===== src/rtl/ahb2_arbiter.sv =====
// Round-robin AHB2 bus arbiter: one-hot grant, address/data-phase owner
// indices, and fixed-length burst protection via a remaining-beat counter.
module ahb2_arbiter #(
  parameter int unsigned N_MST       = 4,
  parameter int unsigned DEFAULT_MST = 0,
  parameter int unsigned MW          = $clog2(N_MST)
) (
  input  logic              hclk,
  input  logic              hreset_n,
  input  logic [N_MST-1:0]  hbusreq,
  output logic [N_MST-1:0]  hgrant,
  input  logic [1:0]        htrans,
  input  logic [2:0]        hburst,
  input  logic              hready,
  output logic [MW-1:0]     hmaster,
  output logic [MW-1:0]     hmaster_data
);

  typedef enum logic [1:0] {
    TR_IDLE   = 2'b00,
    TR_BUSY   = 2'b01,
    TR_NONSEQ = 2'b10,
    TR_SEQ    = 2'b11
  } htrans_t;

  localparam logic [N_MST-1:0] DEF_GRANT = N_MST'(1) << DEFAULT_MST;
  localparam logic [MW-1:0]    DEF_IDX   = MW'(DEFAULT_MST);

  htrans_t          trans;
  logic [3:0]       cnt;
  logic [3:0]       bl;
  logic             open;
  logic [MW-1:0]    nxt_idx;
  logic [MW-1:0]    cand;
  logic             found;
  logic [MW-1:0]    grant_idx;

  assign trans = htrans_t'(htrans);

  always_comb begin
    bl = '0;
    case (trans)
      TR_NONSEQ: begin
        case (hburst)
          3'd2, 3'd3: bl = 4'd3;
          3'd4, 3'd5: bl = 4'd7;
          3'd6, 3'd7: bl = 4'd15;
          default:    bl = '0;
        endcase
      end
      TR_SEQ:  bl = (cnt == '0) ? '0 : cnt - 4'd1;
      TR_BUSY: bl = cnt;
      default: bl = '0;
    endcase
  end

  assign open = hready && (bl <= 4'd1);

  // Search starts after the address-phase owner, so a freshly moved grant
  // stays put until hmaster catches up with it.
  always_comb begin
    nxt_idx = DEF_IDX;
    found   = 1'b0;
    cand    = '0;
    for (int unsigned i = 1; i <= N_MST; i++) begin
      cand = MW'((32'(hmaster) + i) % N_MST);
      if (!found && hbusreq[cand]) begin
        nxt_idx = cand;
        found   = 1'b1;
      end
    end
  end

  always_comb begin
    grant_idx = '0;
    for (int unsigned i = 0; i < N_MST; i++) begin
      if (hgrant[i]) grant_idx = MW'(i);
    end
  end

  always_ff @(posedge hclk or negedge hreset_n) begin
    if (!hreset_n) begin
      hgrant       <= DEF_GRANT;
      hmaster      <= DEF_IDX;
      hmaster_data <= DEF_IDX;
      cnt          <= '0;
    end else if (hready) begin
      cnt          <= bl;
      hmaster      <= grant_idx;
      hmaster_data <= hmaster;
      if (open) hgrant <= N_MST'(1) << nxt_idx;
    end
  end

endmodule


===== config.mk =====
export PLATFORM = sky130hd
export DESIGN_NAME = ahb2_arbiter
export DESIGN_NICKNAME = d
export VERILOG_FILES = /design/src/rtl/ahb2_arbiter.sv
export SDC_FILE = /design/constraint.sdc
export NUM_CORES = 1
export LEC_CHECK = 0
export BUFFER_PORTS_ARGS = -buffer_cell sky130_fd_sc_hd__buf_4
export CORE_AREA = 2 2 42 44
export DETAILED_ROUTE_END_ITERATION = 16
export DIE_AREA = 0 0 44 46
export PLACE_DENSITY_LB_ADDON = 0.05
export SLEW_MARGIN = 10
export SYNTH_ARGS = -nofsm -noshare
export SYNTH_HDL_FRONTEND = slang
export SYNTH_SLANG_ARGS = --single-unit

===== constraint.sdc =====
create_clock -name hclk -period 1.95 [get_ports hclk]
set_input_delay 0.0975 -clock hclk [delete_from_list [all_inputs] [get_ports hclk]]
set_output_delay 0.0975 -clock hclk [all_outputs]
set_load 0.01 [all_outputs]

# Yosys cells after proc, flatten, opt, wreduce, memory -nomap -nowiden

Index checks and enable logic that the tools add are counted.

Add/subtract/negate cells: 5
$lt $le $gt $ge: 5
Equality and inequality tests: 9
Shifts and indexed selects: 1
Multiplexer cells: 21
Reduce and logical (&&, ||, !) cells: 12

Operators with widths:

| cell                                                           | count |
|---|---|
| one-hot mux 4 bit (3 select lines)                             | 2 |
| equality test 3 bit, second input constant                     | 4 |
| < comparator 2 x 3 -> 1 bit, second input constant             | 4 |
| 2-to-1 mux 2 bit                                               | 6 |
| binary-select mux 1 bit (select 2 bit)                         | 4 |
| 2-to-1 mux 1 bit                                               | 8 |
| equality test 3 x 2 -> 1 bit, second input constant            | 2 |
| OR reduction 2 bit                                             | 3 |
| adder 2 x 1 -> 2 bit, second input constant                    | 2 |
| adder 2 bit, second input constant                             | 2 |
| equality test 2 bit, second input constant                     | 2 |
| less-or-equal comparator 4 x 1 -> 1 bit, second input constant | 1 |
| logical AND 1 bit                                              | 4 |
| logical NOT 4 bit                                              | 1 |
| 2-to-1 mux 4 bit                                               | 1 |
| left shift 1 x 2 -> 4 bit, first input constant                | 1 |
| subtractor 4 x 1 -> 4 bit, second input constant               | 1 |
| logical NOT 1 bit                                              | 3 |
| equality test 2 x 1 -> 1 bit, second input constant            | 1 |
| AND reduction 2 bit                                            | 1 |

Bits in registers: 12
Word-level logic and storage cells: 57

# Longest topological paths before layout

Gate-level depths: netlist (run 1).

Depth after elaboration: 14
Gate-level depth with buffers: 6
Mapped depth without buffers: 5

# Least setup slack after synthesis (run 1)

OpenSTA, ideal clock, no wires.

Path type: register -> register
From: reg cnt[0]
To: reg hgrant[1]
Setup time: 0.128 ns
Arrival: 1.616 ns
Required time: 1.822 ns
Slack: 0.206 ns
Stages on the path, launching flop included: 6
Buffers on the path: 0
Clock period less this slack: 1.744 ns
Cell sequence: dfrtp_1 -> or4b_1 -> a21oi_2 -> a2111oi_4 -> nand3_2 -> mux2_1

Word-level cells in the longest chain between the ends: 6
Elaborated cells on any way between the ends: 7

Ends and longest elaborated chain:

| element                                                               | RTL line | text |
|---|---|---|
| start, declared                                                       | 30       | `logic [3:0] cnt;` |
| start signal, assigned                                                | 88       | `cnt <= bl;` |
| subtractor 4 x 1 -> 4 bit / logical NOT 4 bit (equally long branches) | 51       | `TR_SEQ: bl = (cnt == '0) ? '0 : cnt - 4'd1;` |
| 2-to-1 mux 4 bit                                                      | 51       |  |
| one-hot mux 4 bit (3 select lines) *                                  | 42       | `case (trans)` |
| less-or-equal comparator 4 x 1 -> 1 bit *                             | 57       | `assign open = hready && (bl <= 4'd1);` |
| logical AND 1 bit *                                                   | 57       |  |
| AND reduction 2 bit (no line) *                                       | n/a      |  |
| end signal, assigned                                                  | 91       | `if (open) hgrant <= N_MST'(1) << nxt_idx;` |
| end, declared                                                         | 11       | `output logic [N_MST-1:0] hgrant,` |

Every way passes the cells marked *; elsewhere a longest branch is shown, timed or not.
A chain may end at the register's enable or synchronous reset.

# Worst setup path in the final report (run 1)

From: reg cnt[1]
To: reg hgrant[1]

Same word-level chain as after synthesis.

==> results of run 1 <==
[final cells by class]
type	count	share of cell area, %
tap	17	2.338
sequential	12	33.15
multi-input combinational	57	41.68
inverter	7	2.889
clock buffer	4	3.989
timing repair buffer	19	15.96
[state kept, by name, indices dropped and copies added, names as in the netlist]
signal	count
cnt	4
hgrant	4
hmaster	2
hmaster_data	2
[power breakdown]
group	internal, mW	switching [mW]
Clock	0.113	0.0790
Combinational	0.223	0.193
Sequential	0.345	0.0938
[layer usage]
layer  up-vias  share of wire, %
met4         0              0.70
met1       296                43
met3         2               4.5
met2        12                52
li1        320                 -
met5         -                 0
[final timing paths]
check / to / slack (ps)
worst max-delay path: hgrant[1] / 130
worst min-delay path: cnt[1] / 100
worst max register to register: hgrant[1] / 130
worst min register to register: hgrant[0] / 470
max in group asynchronous: hgrant[0] / 1530
min in group asynchronous: cnt[1] / 200
[through the flow]
stage          area [um2]  utilization [%]  worst slack, ps  cells
2_1_floorplan       714.4                -            206.2     78
3_3_place_gp        863.3            53.49            128.5    111
3_5_place_dp        863.3            53.49            124.0    111
4_1_cts             909.6            56.36            114.0    116
5_1_grt             909.6            56.36            47.52    116
6_report            909.6            56.36            125.7    116
[cell families after synthesis]
kind of cell    count (synthesis)  share of synthesized area [%]
compound gates                 19                          20.14
buf+inv                         9                          4.730
flops                          12                          42.21
mux                             7                          10.51
simple gates                   31                          22.42
[cells in the final DEF, fill, tap and decap left out, types with 2 or more instances in the layout]
cell type / instances
clkbuf_4: 3
nand2b_1: 2
inv_1: 7
dfrtp_1: 11
a21oi_1: 7
mux2_2: 2
o21ai_0: 2
nor2b_1: 2
mux2_1: 2
mux2i_1: 3
nand2_1: 5
nor2_1: 15
buf_4: 18
[critical path: stages, from the launching register on]
cell       delay (ps)
dfrtp_1           450
or4b_1            540
a21oi_2           180
a2111oi_4          70
nand3_2           140
mux2_1            330
==> metrics.md, run 1 <==
| Metric | Value |
|---|---|
| Unique cell type count in the Yosys netlist | `30` |
| Final setup vio count | `0` |
| Total grt overflow | `0` |
| CTS tree | `done` |
| Vias per inst | `5.431` |
| Worst-path clk slew | `80 ps` |
| CP Launch Type | `register` |
| Initial core utilization | `44.26%` |
| Skew-Pair Late Insertion Delay | `270 ps` |
| Num rows | `15` |
| Final Total Pwr | `1.047 mW` |
| GR Util met1 | `21.14%` |
| Synth area leader | `dfrtp_1` |
| # clock sinks | `12` |
| Nets | `112` |
| Boundary pin count | `20` |
| Largest net degree at the start of global routing | `13` |
| Hold slack | `98.29 ps` |
| Sequential cell area fraction in the yosys report | `42.21%` |
| Multi-input logic area | `379.1 um2` |
| Final worst path period need | `1824 ps` |
| Unrepaired setup endpoints after global routing | `false` |
| Post-CTS sizing | `0` |
| DIE AREA | `2024 um2` |
| Async S/R FF share, synth | `100.0%` |
| DRT antenna net count | `0` |
| Ys Warns | `0` |
| CTS root buffer | `clkbuf_4` |
| Die Y | `46 um` |
| GRT Max-Usage Layer | `met2` |
| Final Hold Fails | `0` |
| Post-synth top cells | `nor2_1 (15), dfrtp_1 (11), a21oi_1 (7), inv_1 (7), nand2_1 (5)` |
| Hold path start | `hready` |
| # Post-CTS Setup Buffers | `0` |
| Worst hold-check path type | `in2reg` |
| Flip-flop and latch area | `301.5 um2` |
| Via count | `630` |
| Routed WL per cell | `12.27 um` |
| # Max-Cap Violations | `0` |
| Clock tree buffer depth | `2` |
| CP endpoint kind | `register` |
| Crit path required time | `2110 ps` |
| Setup TNS | `0 ps` |
| H-tree Lvls | `1` |
| Slew headroom | `74.16%` |
| CP max FO | `7` |
| # DRC | `0` |
| Chip width | `44 um` |
| Total GRT Usage | `17.25%` |
| Total CTS buffers | `3` |
| 1st-iter DRT viols | `5` |
| Net Count, Synth | `90` |
| RR Startpoint | `cnt[1]` |
| Mapped Avg Cell Area | `9.159 um2` |
| Cell count of the worst hold path | `2` |
| First-pass GRT wire length | `2.456 mm` |
| Initial antenna violation count | `0` |
| Final Cycle Share | `93.56%` |
| Leak pwr | `0.4244 nW` |
| Clk_skew | `7.245 ps` |
| Largest cells by area after synthesis | `dfrtp_1 (39%), nor2_1 (7.9%), a21oi_1 (4.9%)` |
| Post-Synthesis Cells | `78` |
| Routing usage on met3 | `5.952%` |
| Worst-margin pin slew | `385.0 ps` |
| Fillers | `164` |
| Post-synth top area share | `38.53%` |
| Status | `finished clean` |
| Placer Congestion | `0.7491` |
| M2 GR Usage | `26.76%` |
| Worst reg2reg path depth | `5` |
| F_max | `0.5481 GHz` |
| WL final | `1.423 mm` |
| Count leader, synth | `nor2_1` |
| Maximum vdd drop | `534.7 uV` |
| Post-synthesis cell area | `714.4 um2` |
| Core Area | `1614 um2` |
| PwrDens | `1152 nW/um2` |
| Yosys reg bits | `12` |
| DP Wirelength | `1.117 mm` |
| Vias in the first global route | `560` |
| CTS Hold Buffers Added | `1` |
| Share of layout cells above drive strength 1 | `29.29%` |
| Area growth syn-to-layout | `27.32%` |
| # diodes | `0` |
| Synth Flop Type | `dfrtp_1` |
| Setup Crit Path Kind | `reg2reg` |
| Final Max Slew Viols | `0` |
| CP Data Arrival Time | `1980 ps` |
| Post-synth EDFFs | `0` |
| Critical Path Source | `cnt[1]` |
| Input/output buffers | `18` |
| Drt pass-1 iters | `2` |
(Power assumes the default switching activity.)
==> run 2, diff against run 1 <==
--- a/config.mk
+++ b/config.mk
@@ -5,10 +5,11 @@
 export SDC_FILE = /design/constraint.sdc
 export NUM_CORES = 1
 export LEC_CHECK = 0
+export ABC_AREA = 1
 export BUFFER_PORTS_ARGS = -buffer_cell sky130_fd_sc_hd__buf_4
-export CORE_AREA = 2 2 42 44
+export CORE_AREA = 2 2 47 49
 export DETAILED_ROUTE_END_ITERATION = 16
-export DIE_AREA = 0 0 44 46
+export DIE_AREA = 0 0 49 51
 export PLACE_DENSITY_LB_ADDON = 0.05
 export SLEW_MARGIN = 10
 export SYNTH_ARGS = -nofsm -noshare
==> run 2 against run 1 <==
Clock power down 19%; cell area up 21%; maximum frequency up 13%; combinational power up 92%; utilization down 2.8 points; total power up 31%; routed wire length up 28%; cell count up 61%; sequential power down 4.8%; first-iteration DRC count rose to 3.6 times the previous value; synthesized cell count up 76%; largest power group is now combinational logic.
==> metrics.md, run 2 <==
| Metric | Value |
|---|---|
| Final Cycle Share | `82.72%` |
| Fillers | `217` |
| Worst hold-check path type | `in2reg` |
| Core Area | `2063 um2` |
| Critical Path Sink | `hgrant[3]` |
| R2r endpoint | `hgrant[3]` |
| CP max FO | `10` |
| H-tree Lvls | `1` |
| Count leader, synth | `nand2_1` |
| Worst path most repeated cell | `nand2_1` |
| CP endpoint kind | `register` |
| Yosys reg bits | `12` |
| PwrDens | `1240 nW/um2` |
| Crit path cell chain | `inv_6, nand2_2, nand2_1, nand2_1, nand2_1, nor2_4, nand3_1, a21oi_2, nand3_1, nand2_1` |
| CTS root buffer | `clkbuf_4` |
| Final Hold Fails | `0` |
| Routed WL per cell | `9.722 um` |
| Worst-margin pin slew | `381.2 ps` |
| Async S/R FF share, synth | `100.0%` |
| Skew-Pair Late Insertion Delay | `260 ps` |
| Status | `finished clean` |
| Vias per inst | `4.722` |
| Post-synth EDFFs | `0` |
| CP Launch Type | `register` |
| Net Sw Frac | `46.82%` |
| CP max-delay cell | `dfrtp_1` |
| Internal power | `0.7285 mW` |
| Clk_skew | `6.501 ps` |
| Vias in the first global route | `805` |
| Final core occ | `53.55%` |
| CP Data Arrival Time | `1810 ps` |
| Unrepaired setup endpoints after global routing | `false` |
| Initial core utilization | `43.91%` |
| Drt pass-1 iters | `4` |
| Post-Synthesis Cells | `137` |
| Initial antenna violation count | `0` |
| Setup Crit Path Kind | `reg2reg` |
| CTS tree | `done` |
| Unique cell type count in the Yosys netlist | `24` |
| Clock Power Share | `11.3%` |
| Biggest regs | `cnt (4), hgrant (4)` |
| R2r setup slk | `340 ps` |
| Post-synthesis cell area | `905.9 um2` |
| Via count | `883` |
| Placed insts | `182` |
| Commonest non-fill, non-tap cell in the layout | `nand2_1` |
| Input/output buffers | `18` |
| Maximum vdd drop | `640.6 uV` |
| Die Y | `51 um` |
| Critical Path Source | `hmaster[0]` |
| Final worst path period need | `1613 ps` |
| Total CTS buffers | `3` |
| Chip width | `49 um` |
| Logic pwr share | `58.2%` |
| DP Wirelength | `1.514 mm` |
| Max incr delay on CP | `580 ps` |
| WL final | `1.818 mm` |
| Clock tree buffer depth | `2` |
| Boundary pin count | `20` |
| # diodes | `0` |
| Worst reg2reg path depth | `10` |
| Slew headroom | `74.59%` |
| Total grt overflow | `0` |
| First-pass GRT wire length | `3.270 mm` |
| # Max-Cap Violations | `0` |
| Nets | `172` |
| Net Count, Synth | `149` |
| DRT antenna net count | `0` |
| Commonest cells after routing, fill and taps aside | `nand2_1 (51), buf_4 (19), inv_1 (16), nand3_1 (14)` |
| # clock sinks | `12` |
| Total GRT Usage | `16.68%` |
| # DRC | `0` |
| Crit path required time | `2150 ps` |
| Largest cells by area after synthesis | `dfrtp_1 (30%), nand2_1 (21%), nand3_1 (7.7%)` |
| Share of layout cells above drive strength 1 | `28.30%` |
| Sequential cell area fraction in the yosys report | `33.29%` |
| P_sw | `0.6413 mW` |
| Synth area leader | `dfrtp_1` |
| Area growth syn-to-layout | `21.96%` |
| Final Max Slew Viols | `0` |
| Register share of total power | `30.5%` |
| RR Startpoint | `hmaster[0]` |
| 1st-iter DRT viols | `18` |
| Setup slack after layout | `337.0 ps` |
| Post-synth top cells | `nand2_1 (51), inv_1 (16), nand3_1 (14)` |
| F_max | `0.6200 GHz` |
| Final setup vio count | `0` |
| DIE AREA | `2499 um2` |
| Leak pwr | `0.6059 nW` |
| Worst-path clk slew | `80 ps` |
| Mapped Avg Cell Area | `6.612 um2` |
| Finished Layout Cells | `187` |
| Post-synth top area share | `30.39%` |
| Largest net degree at the start of global routing | `13` |
| Placer Congestion | `0.8055` |
| Post-Place Setup Slack | `354.6 ps` |
| Num rows | `17` |
| Setup TNS | `0 ps` |
| Ys Warns | `0` |
| Synth Flop Type | `dfrtp_1` |
[run 2: critical path, delay by kind of cell, from the launching register on]
family / cells / cell delay (ps)
buffers and inverters: 1 / 90
flip-flops: 1 / 580
AND/OR/NAND/NOR: 8 / 700
AO/OA/AOI/OAI: 1 / 180
[run 2: cell type report]
cell class                      instances  area, um2  area share (%)
Sequential cell                        12      301.5           27.29
Clock buffer                            4      26.28           2.378
Multi-Input combinational cell        105      516.7           46.77
Tap cell                               28      35.03           3.171
Inverter                               18      72.57           6.569
Timing Repair Buffer                   20      152.6           13.82
[run 2: worst min path at each step]
| stage | cells past startpoint | slack [ps] | to | startpoint |
|---|---|---|---|---|
| final | 2 | 60 | cnt[0] | hready |
| after floorplan | 0 | -200 | cnt[0] | hreset_n |
| after global routing | 2 | 70 | cnt[0] | hready |
| after CTS | 2 | 50 | cnt[0] | hready |
| after global placement | 1 | -60 | cnt[3] | hreset_n |
| after detailed placement | 1 | -50 | cnt[3] | hreset_n |
[run 2: per-stage QoR]
step	cell area, um2	hold slack, ps	power (mW)
6_report	1105	56.79	1.370
4_1_cts	1105	52.32	1.388
5_1_grt	1105	73.32	1.509
2_1_floorplan	905.9	-198.1	1.005
3_5_place_dp	1069	-55.00	1.225
3_3_place_gp	1069	-56.53	1.215
[run 2: cell families after synthesis]
| group | count (synthesis) | synth area share, % |
|---|---|---|
| buffers and inverters | 20 | 9.668 |
| AO/OA/AOI/OAI | 14 | 9.392 |
| flip-flops | 12 | 33.29 |
| AND/OR/NAND/NOR | 91 | 47.65 |
[run 2: repair_timing]
| action | in CTS | in global routing |
|---|---|---|
| hold endpoints to repair | 12 | 0 |
| resized for setup | 0 | 0 |
| hold buffers | 1 | 0 |
| buffers inserted | 0 | 0 |
| endpoints found under the setup margin | 0 | 0 |
[run 2: layer usage]
| metal | global-route usage, % | vias up | routed length [um] |
|---|---|---|---|
| li1 | - | 478 | - |
| met4 | 4.286 | 0 | 14 |
| met5 | 0 | - | 0 |
| met3 | 2.924 | 2 | 48 |
| met1 | 19.29 | 392 | 864 |
| met2 | 31.74 | 11 | 890 |
[run 2: power groups by stage]
stage | sequential [mW] | combinational (mW) | clock (mW)
final | 0.418 | 0.797 | 0.155
after global routing | 0.430 | 0.909 | 0.170
after CTS | 0.417 | 0.808 | 0.162
after detailed placement | 0.421 | 0.804 | 0
after global placement | 0.420 | 0.795 | 0
after floorplan | 0.423 | 0.582 | 0
==> run 3, diff against run 2 <==
==> constraint.sdc (replaced) <==
create_clock -name hclk -period 1.5 [get_ports hclk]
set_input_delay 0.075 -clock hclk [delete_from_list [all_inputs] [get_ports hclk]]
set_output_delay 0.075 -clock hclk [all_outputs]
set_load 0.01 [all_outputs]
==> run 3 against run 2 <==
The flow now finishes with violations (setup timing); via count increased by 7.2%; largest cell class unchanged; non-clock buffer count increased by 7; clock-buffer cell count unchanged; first-iteration DRC count increased by 11%; sequential cell count unchanged; clock skew increased by 1.1 ps; critical endpoint is now hgrant[0]; combinational power increased by 57%; utilization increased by 4.9 points; sequential power increased by 31%; sequential share of layout area decreased by 2.1 points; maximum frequency increased by 4.9%.
==> metrics.md, run 3 (synthesis gave the netlist of run 2 again) <==
| Metric | Value |
|---|---|
| Num rows | `17` |
| Core Area | `2063 um2` |
| Hold slack | `22.94 ps` |
| Vias per inst | `4.881` |
| Initial core utilization | `43.91%` |
| Status | `finished with violations` |
| Worst path most repeated cell | `nand2_2` |
| Worst path top cell family by delay | `simple AND/OR/NAND/NOR gates` |
| # DRC | `0` |
| DRT antenna net count | `0` |
| Setup slack after layout | `-37.40 ps` |
| WL final | `2.081 mm` |
| # clock sinks | `12` |
| # Max-Cap Violations | `0` |
| Final Cycle Share | `102.5%` |
| 1st-iter DRT viols | `20` |
| Chip width | `49 um` |
| Clk_skew | `7.572 ps` |
| Post-Place Setup Slack | `-105.1 ps` |
| CP endpoint kind | `register` |
| Total CTS buffers | `3` |
| Final Total Pwr | `2.052 mW` |
| Biggest regs | `cnt (4), hgrant (4)` |
| Input/output buffers | `18` |
| Skew-Pair Late Insertion Delay | `270 ps` |
| Nets | `179` |
| Routed WL per cell | `10.73 um` |
| Area growth syn-to-layout | `33.15%` |
| Final Max Slew Viols | `0` |
| Worst-margin pin slew | `318.9 ps` |
| Leak pwr | `0.6497 nW` |
| Setup Crit Path Kind | `reg2reg` |
| Final setup vio count | `2` |
| Largest net degree at the start of global routing | `13` |
| Commonest non-fill, non-tap cell in the layout | `nand2_1` |
| Failing checks | `setup timing` |
| Critical path buffer and inverter count | `1` |
| CP Data Arrival Time | `1760 ps` |
| CP Launch Type | `register` |
| Total grt overflow | `0` |
| F_max | `0.6504 GHz` |
| Maximum vdd drop | `911.8 uV` |
| Clock tree buffer depth | `2` |
| Total GRT Usage | `18.33%` |
| CTS root buffer | `clkbuf_4` |
| Max incr delay on CP | `480 ps` |
| H-tree Lvls | `1` |
| Crit path required time | `1720 ps` |
| Crit path cell chain | `buf_6, nand2_2, nand2_2, nand2_2, nand2_2, nor2_4, nand2_2, nand2_2, nand2_4, nor2_4, nand2_1, nand2_1` |
| # diodes | `0` |
| Placed cell area | `1099 um2` |
| Vias in the first global route | `918` |
| Final Hold Fails | `0` |
| Commonest cells after routing, fill and taps aside | `nand2_1 (47), buf_4 (25), inv_1 (14), nand2_2 (14), nand3_1 (13)` |
| Unrepaired setup endpoints after global routing | `true` |
| Boundary pin count | `20` |
| First-pass GRT wire length | `3.588 mm` |
| Multi-input logic area | `549.3 um2` |
| Worst-path clk slew | `80 ps` |
| Via count | `947` |
| Slew headroom | `78.72%` |
| Fillers | `210` |
| Flip-flop and latch area | `304.0 um2` |
| Initial antenna violation count | `0` |
| CP max-delay cell | `dfrtp_2` |
| DIE AREA | `2499 um2` |
| DP Wirelength | `1.586 mm` |
| CP max FO | `6` |
| Fin area | `1206 um2` |
| Placer Congestion | `0.8006` |
| CTS tree | `done` |
| PwrDens | `1701 nW/um2` |
| Final worst path period need | `1537 ps` |
| Drt pass-1 iters | `4` |
| Die Y | `51 um` |
| Worst hold-check path type | `in2reg` |
| Share of layout cells above drive strength 1 | `37.95%` |
run 3: through the flow:
stage | util (%) | TNS, ps | cells
6_report | 58.46 | -65.21 | 194
5_1_grt | 58.46 | -465.4 | 194
4_1_cts | 57.00 | -25.69 | 193
3_5_place_dp | 53.24 | -389.2 | 186
3_3_place_gp | 53.24 | -246.4 | 186
2_1_floorplan | - | 0 | 137
run 3: area by class of cell:
class	instances	share of cell area, %
repair buffers	27	17.32
inverters	18	6.017
flip-flops and latches	12	25.21
well taps	28	2.905
multi-input cells	105	45.54
clock buffers	4	3.008
run 3: final timing paths:
path | start | endpoint | slack (ps) | cells after the start
setup / recovery | hmaster[0] | hgrant[0] | -40 | 12
hold / removal | hready | cnt[0] | 20 | 2
setup reg to reg | hmaster[0] | hgrant[0] | -40 | 12
hold reg to reg | hgrant[0] | hgrant[0] | 470 | 2
max in group asynchronous | hreset_n | hgrant[0] | 1090 | 2
min in group asynchronous | hreset_n | cnt[3] | 180 | 2
run 3: layer usage:
| metal | vias to the layer above | GRT usage [%] | wire, um |
|---|---|---|---|
| met3 | 4 | 2.632 | 54 |
| li1 | 494 | - | - |
| met4 | 0 | 8.571 | 31 |
| met5 | - | 0 | 0 |
| met1 | 436 | 20.59 | 904 |
| met2 | 13 | 34.25 | 1090 |
run 3: what timing repair did:
| item | in CTS | in global routing |
|---|---|---|
| endpoints found under the setup margin | 4 | 4 |
| gates cloned | 0 | 0 |
| endpoints found under the hold margin | 12 | 0 |
| resized for setup | 7 | 8 |
| pin swaps | 1 | 8 |
| setup buffers | 2 | 1 |
| hold buffers | 1 | 0 |
run 3: worst register-to-register path: stages, from the launching register on:
cell     delay, ps
dfrtp_2        480
buf_6          160
nand2_2         50
nand2_2         50
nand2_2         80
nand2_2         70
nor2_4         130
nand2_2         80
nand2_2         80
nand2_4         70
nor2_4         110
nand2_1         60
nand2_1         60
run 3: where the power goes:
group	leakage, nW	total [mW]	switching [mW]	internal (mW)
Sequential	0.147	0.549	0.114	0.435
Combinational	0.482	1.25	0.712	0.536
Clock	0.0210	0.255	0.108	0.147
